`config.mk`:
```
export PLATFORM = sky130hd
export DESIGN_NAME = udp_tx_arb
export DESIGN_NICKNAME = d
export VERILOG_FILES = /design/src/rtl/udp_tx_arb.sv
export SDC_FILE = /design/constraint.sdc
export NUM_CORES = 1
export LEC_CHECK = 0
export CORE_ASPECT_RATIO = 0.75
export CORE_MARGIN = 2
export CORE_UTILIZATION = 26
export DETAILED_ROUTE_END_ITERATION = 10
export GPL_TIMING_DRIVEN = 0
export PLACE_DENSITY = 0.62
export SYNTH_ARGS = -nofsm -noshare
export SYNTH_HDL_FRONTEND = slang
export SYNTH_SLANG_ARGS = --single-unit
```
`constraint.sdc`:
```
create_clock -name clk -period 2.36 [get_ports clk]
set_input_delay 0.708 -clock clk [delete_from_list [all_inputs] [get_ports clk]]
set_output_delay 0.708 -clock clk [all_outputs]
set_load 0.1 [all_outputs]
```
`src/rtl/udp_tx_arb.sv`:
```
// Frame-granular round-robin arbiter merging Nsrc byte-wide AXI-Stream payload sources onto udp_tx.
// Optional per-source frame/truncation counters are enabled by defining UDP_TX_ARB_STATS_EN.
module udp_tx_arb #(
    parameter int Nsrc    = 2,
    parameter int MAX_LEN = 1472
) (
    input  logic                 clk,
    input  logic                 reset,
    input  logic [Nsrc-1:0]      s_tvalid,
    output logic [Nsrc-1:0]      s_tready,
    input  logic [Nsrc-1:0][7:0] s_tdata,
    input  logic [Nsrc-1:0]      s_tlast,
    input  logic [Nsrc-1:0]      s_tuser,
    output logic                 m_tvalid,
    input  logic                 m_tready,
    output logic [7:0]           m_tdata,
    output logic                 m_tlast,
    output logic                 m_tuser,
    output logic [Nsrc-1:0]      grant,
    output logic                 busy
`ifdef UDP_TX_ARB_STATS_EN
    ,
    output logic [Nsrc-1:0][15:0] frame_cnt,
    output logic [Nsrc-1:0][15:0] trunc_cnt
`endif
);

    localparam int IDX_W = (Nsrc > 1) ? $clog2(Nsrc) : 1;
    localparam int CNT_W = $clog2(MAX_LEN + 1);

    typedef enum logic [1:0] {
        IDLE,
        PASS,
        DRAIN
    } state_t;

    state_t           state;
    logic [IDX_W-1:0] g_idx;
    logic [IDX_W-1:0] rr_ptr;
    logic [CNT_W-1:0] beat_cnt;

    logic             pick_found;
    logic [IDX_W-1:0] pick_idx;
    logic [IDX_W-1:0] cand;

    logic             sel_valid;
    logic [7:0]       sel_data;
    logic             sel_last;
    logic             sel_user;
    logic             at_limit;
    logic             force_trunc;

    // Round-robin scan starting just after the previous owner.
    always_comb begin
        // NOTE: every always_comb output gets a default first so no latch is inferred.
        pick_found = 1'b0;
        pick_idx   = '0;
        cand       = '0;
        for (int k = 1; k <= Nsrc; k++) begin
            cand = IDX_W'((int'(rr_ptr) + k) % Nsrc);
            if (!pick_found && s_tvalid[cand]) begin
                pick_found = 1'b1;
                pick_idx   = cand;
            end
        end
    end

    assign sel_valid   = s_tvalid[g_idx];
    assign sel_data    = s_tdata[g_idx];
    assign sel_last    = s_tlast[g_idx];
    assign sel_user    = s_tuser[g_idx];
    assign at_limit    = (beat_cnt == CNT_W'(MAX_LEN - 1));
    assign force_trunc = at_limit && !sel_last;

    // Data path is combinational so the owner sees udp_stack backpressure in the same cycle.
    always_comb begin
        m_tvalid = 1'b0;
        m_tdata  = 8'h00;
        m_tlast  = 1'b0;
        m_tuser  = 1'b0;
        s_tready = '0;
        case (state)
            PASS: begin
                m_tvalid = sel_valid;
                m_tdata  = sel_data;
                m_tlast  = sel_last || at_limit;
                m_tuser  = sel_user || force_trunc;
                s_tready = grant & {Nsrc{m_tready}};
            end
            DRAIN: s_tready = grant;
            default: ;
        endcase
    end

    always_ff @(posedge clk or posedge reset) begin
        if (reset) begin
            state    <= IDLE;
            grant    <= '0;
            g_idx    <= '0;
            rr_ptr   <= IDX_W'(Nsrc - 1);
            beat_cnt <= '0;
            busy     <= 1'b0;
        end else begin
            // NOTE: state registers use non-blocking assignments so every branch sees pre-edge values.
            case (state)
                IDLE: begin
                    if (pick_found) begin
                        grant <= Nsrc'(1) << pick_idx;
                        g_idx <= pick_idx;
                        state <= PASS;
                        busy  <= 1'b1;
                    end
                end
                PASS: begin
                    if (m_tvalid && m_tready) begin
                        if (m_tlast) begin
                            beat_cnt <= '0;
                            if (force_trunc) begin
                                state <= DRAIN;
                            end else begin
                                state  <= IDLE;
                                rr_ptr <= g_idx;
                                grant  <= '0;
                                busy   <= 1'b0;
                            end
                        end else begin
                            beat_cnt <= beat_cnt + CNT_W'(1);
                        end
                    end
                end
                DRAIN: begin
                    // The rest of a truncated frame is swallowed; ownership ends on its real tlast.
                    if (sel_valid && sel_last) begin
                        state  <= IDLE;
                        rr_ptr <= g_idx;
                        grant  <= '0;
                        busy   <= 1'b0;
                    end
                end
                default: state <= IDLE;
            endcase
        end
    end

`ifdef UDP_TX_ARB_STATS_EN
    always_ff @(posedge clk or posedge reset) begin
        if (reset) begin
            // NOTE: counter arrays are reset explicitly; software reads them as absolute values.
            frame_cnt <= '0;
            trunc_cnt <= '0;
        end else if (state == PASS && m_tvalid && m_tready && m_tlast) begin
            frame_cnt[g_idx] <= frame_cnt[g_idx] + 16'd1;
            if (force_trunc) begin
                trunc_cnt[g_idx] <= trunc_cnt[g_idx] + 16'd1;
            end
        end
    end
`endif

endmodule
```
* After elaboration in Yosys (flattened, before gate mapping)
Cells that the tools add are included.
** Storage, ports and cells
- Bits of input ports :: 25
- Output and inout bits :: 16
- Register bits after elaboration :: 18
- Word-level logic and storage cells :: 82
** Cells by class
- Muxes and demuxes :: 44
- Reduce and logical (&&, ||, !) cells :: 16
- Add/subtract/negate cells :: 3
- Equal/unequal tests :: 8
- Order comparisons :: 3
- Bitwise operators :: 1
- Shift operators :: 1
** Operator list (number)
- 1-bit two-way mux :: 26
- 8-bit two-way mux :: 3
- 2-bit two-way mux :: 9
- 2-bit one-hot mux with 3 select lines :: 2
- 11-bit by 1-bit adder with 11-bit output (second input constant) :: 1
- 11-bit == test (second input constant) :: 1
- 11-bit two-way mux :: 1
- 2-bit != test (second input constant) :: 5
- 1-bit by 2-bit < comparator with 1-bit output (second input constant) :: 3
- 6-bit AND reduction :: 1
- 5-bit AND reduction :: 1
- 1-bit logical AND :: 4
- 2-bit one-hot mux with 2 select lines :: 1
- 2-bit AND reduction :: 2
- 4-bit AND reduction :: 1
- 1-bit one-hot mux with 3 select lines :: 1
- 3-bit nonzero test :: 1
- 1-bit adder (second input constant) :: 2
- 2-bit bitwise AND :: 1
- 2-bit by 1-bit == test with 1-bit output (second input constant) :: 1
- 2-bit == test (second input constant) :: 1
- 1-bit logical NOT :: 2
- 2-bit logical NOT :: 1
- 1-bit logical OR :: 2
- 3 further kinds :: 3

* Longest topological paths before layout
Gate-level depths: netlist (run 1).
- Word-level depth :: 10
- Gate-level depth with buffers :: 6
- Mapped depth without buffers :: 6

* Worst setup path after synthesis (run 1)
No wires, ideal clock.
- Path type :: register -> output
- From :: register beat_cnt[6]
- To :: output port m_tuser
- Arrival time :: 3.326 ns
- Cell stages (with the launch flop) :: 5
- Required time :: 1.652 ns
- Setup slack :: -1.674 ns
- Buffers on the path :: 0
- Cells stage by stage :: dfrtp_1 > or3b_1 > nor4_1 > nand2_1 > a21boi_0
** On the way
- Longest elaborated chain between the ends :: 4
** Ends and longest elaborated chain
- start: declaration :: RTL line 40 : logic [CNT_W-1:0] beat_cnt;
- start signal: assignment :: RTL line 127 : beat_cnt <= beat_cnt + CNT_W'(1);
- 11-bit == test :: RTL line 72 : assign at_limit = (beat_cnt == CNT_W'(MAX_LEN - 1));
- 1-bit logical AND :: RTL line 73 : assign force_trunc = at_limit && !sel_last;
- 1-bit logical OR :: RTL line 87 : m_tuser = sel_user || force_trunc;
- 1-bit two-way mux :: RTL line 82 : case (state)
- end: declaration :: RTL line 18 : output logic m_tuser,
No other way between the ends.

* Worst setup path after layout (run 1)
- From :: register beat_cnt[9]
- To :: output port m_tuser
The elaborated chain is that of the path after synthesis.

==> metrics, run 1 <==
crit path DAT 1.91 ns; remaining antenna violation count 0; worst path bufs/invs 1; Global Route met3 Usage between 4 and 5%; crit end category primary output; GR Util All Layers a little under an eighth; average size of a mapped cell approximately 9.1 um^2; post-DR vias/cell about 4.8; CP Launch Type flip-flop; Design Power roughly 2.6 mW; CP max-delay cell dfrtp_1; period utilization 111%; final-report max-slew violation count 0; max cap viols 0; Hold Vio Cnt, Final 0; H-tree levels 1; RSZ-0062 raised after global routing true; GP Congestion 0.737; commonest non-fill, non-tap cell in the layout clkdlybuf4s50_1; Hold Slack approximately 0.53 ns; post-route minimum period 2.62 ns; Largest delay share family, worst path simple AND/OR/NAND/NOR gates; WL/cell 13.0 um; I/O Pins 41; Clock power frac under 10%; synth unique cells 35; Sw Ratio between 50 and 60%; synth top area cells dfrtp_1 34%, mux2i_1 9.7%, nor2b_1 5.5%; largest fanout on the critical path 4; Cell Chain, Critical Path or3b_4 -> nor4_4 -> nand2_2 -> a21boi_4 -> buf_12; Synth async-reset ratio 100%; largest net degree at the start of global routing 19; DP Wirelength between 2000 and 2500 um; share of the synthesized area in the top cell type between 30% and 40%; Most Crowded Layer GR met2; Fin Setup TNS -0.445 ns; Area Overhead vs Synth 64.2%; core footprint around 0.0045 mm^2; die area 0.00535 mm^2; PnR worst setup slack -0.258 ns; FMAX 382 MHz; Worst Path Required around 1.7 ns; drt pass-1 iters 4; met2 Use GR 17.8%; DR vias about 1200; Antenna Cells 0; Worst-path clk slew about 0.07 ns; CTS root buf clkbuf_8; number of DRC markers in iteration 0 73; area leader, netlist dfrtp_1; Comb pwr share 73.8%; IO Port Bufs 40; worst-case clock buffer depth 2; most frequent cells in the layout 19 x clkdlybuf4s50_1, 15 x dfrtp_1, 13 x nand2_1; first-pass GRT wire length around 5100 um; Worst IR Drop VDD approximately 0.93 mV; P_sw 1.38 mW; DIE WIDTH 83.8 um; failing checks negative setup slack; Remaining DRCs 0; CTS buffer count 3; Synth Instances between 100 and 150; number of flops mapped to enable cells by yosys 0; # clock sinks 18; Synthesized Nets around 170; row count 21; cell area after synthesis 0.00124 mm^2; Leakage Power around 0.89 nW; Setup Skew around 0.0014 ns; initial core utilization 27.5%; worst skew pair latency ~0.25 ns; Seq/Total Area, Yosys 36.4%; Pwr Density ~1300 mW/mm^2; setup violators final 2; layout cells sized above 1 ~32%; worst setup path category reg2out; Final #Nets between 200 and 250; P_int 1.25 mW; register bit total from synthesis 18; sequential share of power about 17%; DIE HEIGHT ~64 um; slowest cell delay on critical path 0.42 ns; Overflow after GRT 0; main flop type after synthesis dfrtp_1; final WL approximately 3200 um; status finished with violations; hold-fix buffers at CTS 0; CTS tree built; met1 Use GR 15.9%; vias in the first global route ~1100; Synth warnings 0; measured slew at the worst slew-check pin between 0.9 and 1 ns; initial antenna violation count 0; Slew headroom 36.4%; Worst Hold Class reg2reg
[routing by layer]
layer / vias to the layer above / routed length [um]
met1: 527 / 1520
met5: - / 0
li1: 597 / -
met3: 2 / 273
met2: 46 / 1380
met4: 0 / 20
[worst paths after layout]
path / start / to / slack (ns) / cells past startpoint
worst max-delay path: beat_cnt[9] / m_tuser / -0.26 / 5
max in group asynchronous: reset / beat_cnt[2] / 1.00 / 2
worst min-delay path: grant[0] / grant[0] / 0.53 / 1
min in group asynchronous: reset / busy / 0.87 / 2
worst max register to register: beat_cnt[9] / beat_cnt[6] / 0.28 / 5
worst min register to register: grant[0] / grant[0] / 0.53 / 1
[worst reg2reg max path, cell delays in order, from the launching register on]
cell and delay [ns]:
dfrtp_1 0.42, or3b_4 0.41, o41a_1 0.38, buf_4 0.16, nor2_1 0.46, nor2_1 0.11
[cell usage after synthesis (2+ instances only)]
cell,n
nand2_1,14
nor3_1,2
dfrtp_1,17
nand4_1,5
mux2_2,5
a31oi_1,3
and2_1,3
inv_1,6
a21oi_1,4
nor2b_1,11
xnor2_1,5
ha_1,5
or3_1,3
nor2_1,9
mux2i_1,12
nand3_1,4
a21boi_0,2
clkbuf_1,2
o21ai_0,5
nor4_1,4
[cell families (layout without fill, tap and decap cells)]
logic type	Yosys count	count (layout)	synth area share [%]
simple gates	61	61	26.4
compound gates	20	20	10.3
mux	18	18	15.3
flops	18	18	36.4
buf+inv	9	62	3.02
fa+ha+maj	5	5	5.04
xor+xnor	5	5	3.53
[repair_timing]
item / in CTS / in global routing
setup endpoints to repair: 16 / 13
pin swaps: 0 / 5
buffers inserted: 4 / 5
resized for setup: 119 / 21
[through the flow]
stage / cells / util [%] / cell area (um^2) / setup WS, ns
finish: 246 / 45.1 / 2040 / -0.258
floorplan: 136 / - / 1300 / -0.186
global route: 246 / 45.1 / 2040 / -0.313
detailed placement: 233 / 39.2 / 1770 / -1.22
global placement: 233 / 39.2 / 1770 / -1.22
CTS: 241 / 42.9 / 1940 / -0.194
[final cells by class]
cell class / count / area [um^2]
well taps: 57 / 71.3
fillers: 457 / 2480
clock buffers: 4 / 55.1
flip-flops and latches: 18 / 454
inverters: 6 / 22.5
plain buffers: 3 / 22.5
multi-input cells: 109 / 858
repair buffers: 49 / 554
[power groups by stage]
stage / clock [mW] / combinational, mW / sequential, mW
after global routing: 0.272 / 2.03 / 0.445
after CTS: 0.257 / 1.83 / 0.436
after global placement: 0 / 1.69 / 0.441
after detailed placement: 0 / 1.69 / 0.441
final: 0.255 / 1.94 / 0.433
after floorplan: 0 / 1.19 / 0.590
[flip-flops by register name (all words and copies together) (netlist names)]
| name | count |
|---|---|
| grant | 2 |
| busy | 1 |
| g_idx | 1 |
| rr_ptr | 1 |
| beat_cnt | 11 |
| state | 2 |
No activity file was read; power rests on OpenSTA's default activity.
==> run 2: changes to the inputs <==
--- a/config.mk
+++ b/config.mk
@@ -5,10 +5,11 @@
 export SDC_FILE = /design/constraint.sdc
 export NUM_CORES = 1
 export LEC_CHECK = 0
-export CORE_ASPECT_RATIO = 0.75
+export CORE_ASPECT_RATIO = 0.5
 export CORE_MARGIN = 2
 export CORE_UTILIZATION = 26
 export DETAILED_ROUTE_END_ITERATION = 10
+export GPL_ROUTABILITY_DRIVEN = 0
 export GPL_TIMING_DRIVEN = 0
 export PLACE_DENSITY = 0.62
 export SYNTH_ARGS = -nofsm -noshare
==> metrics, run 2 (synthesized netlist as in run 1, its figures left out) <==
status finished with violations; failing checks negative setup slack; final-report max-slew violation count 0; most frequent cells in the layout 19 x clkdlybuf4s50_1, 16 x dfrtp_1, 13 x buf_4, 13 x nand2_1, 11 x mux2i_1; WHS Endpoint busy; core footprint roughly 0.0045 mm^2; IO Port Bufs 40; GR Util All Layers between 10% and 20%; Largest delay share family, worst path simple AND/OR/NAND/NOR gates; final WL 3200 um; sequential share of power 15.9%; r2r setup slk about 0.45 ns; biggest regs beat_cnt (11), grant (2), state (2); Clock power frac approximately a tenth; initial core utilization 27.7%; Remaining DRCs 0; CTS root buf clkbuf_8; Post-Place Cells roughly 240; largest net degree at the start of global routing 19; vias in the first global route 1187; Setup Skew slightly above 0.008 ns; Antenna Cells 0; setup violators final 2; Hold Path Depth 2; post-route minimum period around 2.5 ns; period utilization 107%; Cell Chain, Critical Path nand4_1 -> nor4_4 -> nand2_2 -> a21boi_4 -> buf_12; row count 17; DR vias 1224; number of DRC markers in iteration 0 39; Hold Crit Start busy; Area Overhead vs Synth 68.2%; Leakage Power just over 0.9 nW; WL/cell between 10 and 15 um; max cap viols 0; # clock sinks 18; Most flops, register beat_cnt; Comb pwr share between 70 and 80%; hold-fix buffers at CTS 0; remaining antenna violation count 0; FF+latch area around 450 um^2; Non-Filler Instances about 260; reg-to-reg endpoint grant[1]; P_int around 1.3 mW; Overflow after GRT 0; Hold Slack ~0.53 ns; layout cells sized above 1 ~35%; P_sw 1.40 mW; Worst-path clk slew ~0.070 ns; Worst IR Drop VDD about 0.76 mV; post-DR vias/cell 4.76; Fin Setup TNS -0.325 ns; CP Launch Type flip-flop; CTS tree built; Worst Path Required 1.65 ns; H-tree levels 1; worst skew pair latency about 0.26 ns; FMAX 396 MHz; initial antenna violation count 0; PnR worst setup slack -0.166 ns; worst setup path category reg2out; crit path DAT 1.82 ns; drt pass-1 iters 4; commonest non-fill, non-tap cell in the layout clkdlybuf4s50_1; die area between 0.005 and 0.006 mm^2; Worst Hold Class reg2reg; WP depth 5; area of the multi-input gates slightly below 900 um^2; worst path bufs/invs 1; max FFs per register 11; DIE HEIGHT 52.9 um; Final #Nets between 200 and 250; Sw Ratio 51.7%; Hold Vio Cnt, Final 0; CP max-delay cell nor4_4; measured slew at the worst slew-check pin approximately 0.96 ns; reg2reg path depth 5; first-pass GRT wire length a little over 5000 um; CTS buffer count 3; I/O Pins approximately 40; fill cell count roughly 430; RR Startpoint g_idx; slowest cell delay on critical path 0.44 ns; Design Power around 2.7 mW; worst-case clock buffer depth 2; Pwr Density between 1000 and 1500 mW/mm^2; Slew headroom a little over a third; DP Wirelength 2200 um; dpl ws -1.20 ns; largest fanout on the critical path 4; RSZ-0062 raised after global routing true; DIE WIDTH between 100 and 150 um; crit end category primary output
-- run 2: changes by cell type in the layout (fill, tap and decap cells not counted), moves of 2 or more --
cell,delta
nor2b_4,+2
mux2i_2,-2
ha_1,-3
buf_4,+3
mux2i_1,+2
ha_2,+2
-- run 2: metal layers --
layer / part of all wire [%] / track usage (%) / up-vias
met4: 0.88 / 4.50 / 0
li1: - / - / 603
met1: 43 / 13.7 / 586
met5: 0 / 0 / -
met2: 50 / 22.4 / 31
met3: 6.3 / 4.76 / 4
-- run 2: worst max-delay path by stage --
| stage | start | slack [ns] | endpoint |
|---|---|---|---|
| 2_1_floorplan | g_idx | -0.19 | m_tdata[3] |
| 4_1_cts | beat_cnt[6] | -0.23 | m_tlast |
| 5_1_grt | beat_cnt[4] | -0.25 | m_tuser |
| 3_3_place_gp | s_tlast[1] | -1.20 | m_tuser |
| 3_5_place_dp | s_tlast[1] | -1.20 | m_tuser |
| 6_report | beat_cnt[4] | -0.17 | m_tuser |
-- run 2: tightest hold or removal path, cell delays in order (launching register included) --
cell     delay, ns
dfrtp_1       0.37
inv_1         0.06
mux2i_1       0.06
-- run 2: power groups by stage --
| stage | clock network (mW) | registers [mW] | logic, mW |
|---|---|---|---|
| 2_1_floorplan | 0 | 0.590 | 1.19 |
| 3_3_place_gp | 0 | 0.436 | 1.68 |
| 3_5_place_dp | 0 | 0.440 | 1.69 |
| 4_1_cts | 0.266 | 0.433 | 1.82 |
| 5_1_grt | 0.285 | 0.441 | 2.11 |
| 6_report | 0.258 | 0.430 | 2.02 |
-- run 2: cell type report --
class,count,share of cell area [%]
inverters,6,1.08
plain buffers,3,1.08
multi-input cells,109,42.4
well taps,66,3.95
repair buffers,51,27.2
flip-flops and latches,18,21.7
clock buffers,4,2.64
-- run 2: metrics by stage --
step	util, %	instance area (um^2)
6_report	46.5	2090
5_1_grt	46.5	2090
4_1_cts	43.6	1960
3_5_place_dp	39.7	1780
3_3_place_gp	39.7	1780
2_1_floorplan	-	1300
-- run 2: timing repair --
action / 4_1_cts / 5_1_grt
pin swaps: 1 / 2
gates resized for setup: 119 / 28
endpoints found under the setup margin: 16 / 13
setup buffers: 5 / 6
==> run 3: changes to the inputs <==
--- a/config.mk
+++ b/config.mk
@@ -5,11 +5,10 @@
 export SDC_FILE = /design/constraint.sdc
 export NUM_CORES = 1
 export LEC_CHECK = 0
-export CORE_ASPECT_RATIO = 0.5
+export CORE_ASPECT_RATIO = 0.6
 export CORE_MARGIN = 2
 export CORE_UTILIZATION = 26
 export DETAILED_ROUTE_END_ITERATION = 10
-export GPL_ROUTABILITY_DRIVEN = 0
 export GPL_TIMING_DRIVEN = 0
 export PLACE_DENSITY = 0.62
 export SYNTH_ARGS = -nofsm -noshare
==> metrics, run 3 (synthesized netlist as in run 1, its figures left out) <==
final WL approximately 3600 um; crit end category primary output; PnR worst setup slack -0.266 ns; DR vias about 1200; max FFs per register 11; FMAX about 380 MHz; drt pass-1 iters 4; initial antenna violation count 0; max cap viols 0; Worst Hold Class reg2reg; slowest cell delay on critical path 0.42 ns; number of DRC markers in iteration 0 between 60 and 70; utilization after layout 44.3%; Design Power 2.60 mW; CTS buffer count 3; period utilization 111%; Hold Vio Cnt, Final 0; worst setup path category reg2out; Remaining DRCs 0; hold-fix buffers at CTS 0; remaining antenna violation count 0; DP Area ~0.0018 mm^2; DIE WIDTH between 90 and 100 um; failing checks negative setup slack; RSZ-0062 raised after global routing true; largest net degree at the start of global routing 19; worst path bufs/invs 1; Cell Chain, Critical Path or3b_4 -> nor4_4 -> nand2_2 -> a21boi_4 -> buf_12; final-report max-slew violation count 0; CP Launch Type flip-flop; Overflow after GRT 0; Worst-path clk slew ~0.070 ns; Most flops, register beat_cnt; Setup Skew about 0.0013 ns; commonest non-fill, non-tap cell in the layout clkdlybuf4s50_1; IO Port Bufs 40; die area approximately 0.0054 mm^2; Worst IR Drop VDD 0.784 mV; status finished with violations; CP max-delay cell or3b_4; H-tree levels 1; core footprint between 0.004 and 0.005 mm^2; vias in the first global route 1062; Slew headroom 35.9%; CTS tree built; measured slew at the worst slew-check pin just under 1 ns; # clock sinks 18; most frequent cells in the layout 19 x clkdlybuf4s50_1, 15 x dfrtp_1, 13 x nand2_1; CTS root buf clkbuf_8; post-DR vias/cell about 4.7; worst-case clock buffer depth 2; Leakage Power ~0.87 nW; layout cells sized above 1 34.6%; crit path DAT 1.92 ns; GR Util All Layers about an eighth; I/O Pins 41; DIE HEIGHT roughly 58 um; Antenna Cells 0; Pwr Density 1280 mW/mm^2; row count 19; post-route minimum period around 2.6 ns; biggest regs beat_cnt (11), grant (2), state (2); setup violators final 2; GP Congestion between 0.7 and 0.8; Worst Path Required 1.65 ns; initial core utilization a little over a quarter; Largest delay share family, worst path simple AND/OR/NAND/NOR gates; worst skew pair latency ~0.25 ns; Final #Nets ~220; largest fanout on the critical path 3; final instance area just over 0.002 mm^2; first-pass GRT wire length between 5000 and 6000 um; WL/cell roughly 14 um; Area Overhead vs Synth 63.7%; DP Wirelength between 2000 and 3000 um
run 3: worst paths after layout:
check / start / end / slack [ns] / cells after the start
max in group asynchronous: reset / beat_cnt[6] / 0.98 / 2
hold / removal: busy / busy / 0.52 / 2
setup reg to reg: beat_cnt[6] / beat_cnt[4] / 0.26 / 5
min in group asynchronous: reset / busy / 0.87 / 2
setup / recovery: beat_cnt[6] / m_tuser / -0.27 / 5
hold reg to reg: busy / busy / 0.52 / 2
run 3: cell type report:
type                       count  area [um^2]
fill                         432         2560
multi-input combinational    109          880
timing repair buffer          48          519
sequential                    18          454
tap                           63         78.8
clock buffer                   4         55.1
buffer                         3         22.5
inverter                       6         22.5
run 3: per-layer routing:
metal | vias to the layer above | global-route usage (%) | wire length (um)
li1 | 598 | - | -
met1 | 567 | 22.9 | 1980
met2 | 18 | 16.5 | 1470
met3 | 2 | 2.64 | 120
met4 | 0 | 2.52 | 19
met5 | - | 0 | 0
run 3: timing repair:
item,CTS,global route
pin swaps,1,5
setup endpoints to repair,16,11
resized for setup,123,16
setup buffers,4,4
run 3: power by group:
group	internal, mW	switching [mW]	leakage [nW]
Combinational	0.670	1.22	0.608
Clock	0.148	0.106	0.0288
Sequential	0.387	0.0637	0.234
Total	1.21	1.39	0.871
run 3: through the flow:
stage / TNS, ns / setup slack [ns] / hold WS [ns] / cells
global route: -0.521 / -0.317 / 0.564 / 251
finish: -0.406 / -0.266 / 0.522 / 251
global placement: -14.80 / -1.20 / 0.498 / 239
floorplan: -1.13 / -0.186 / 0.476 / 136
CTS: -0.392 / -0.205 / 0.529 / 247
detailed placement: -14.45 / -1.21 / 0.510 / 239
run 3: tightest hold or removal path, cell delays in order, from the launching register on:
cell,delay [ns]
dfrtp_1,0.37
inv_1,0.05
mux2i_1,0.06
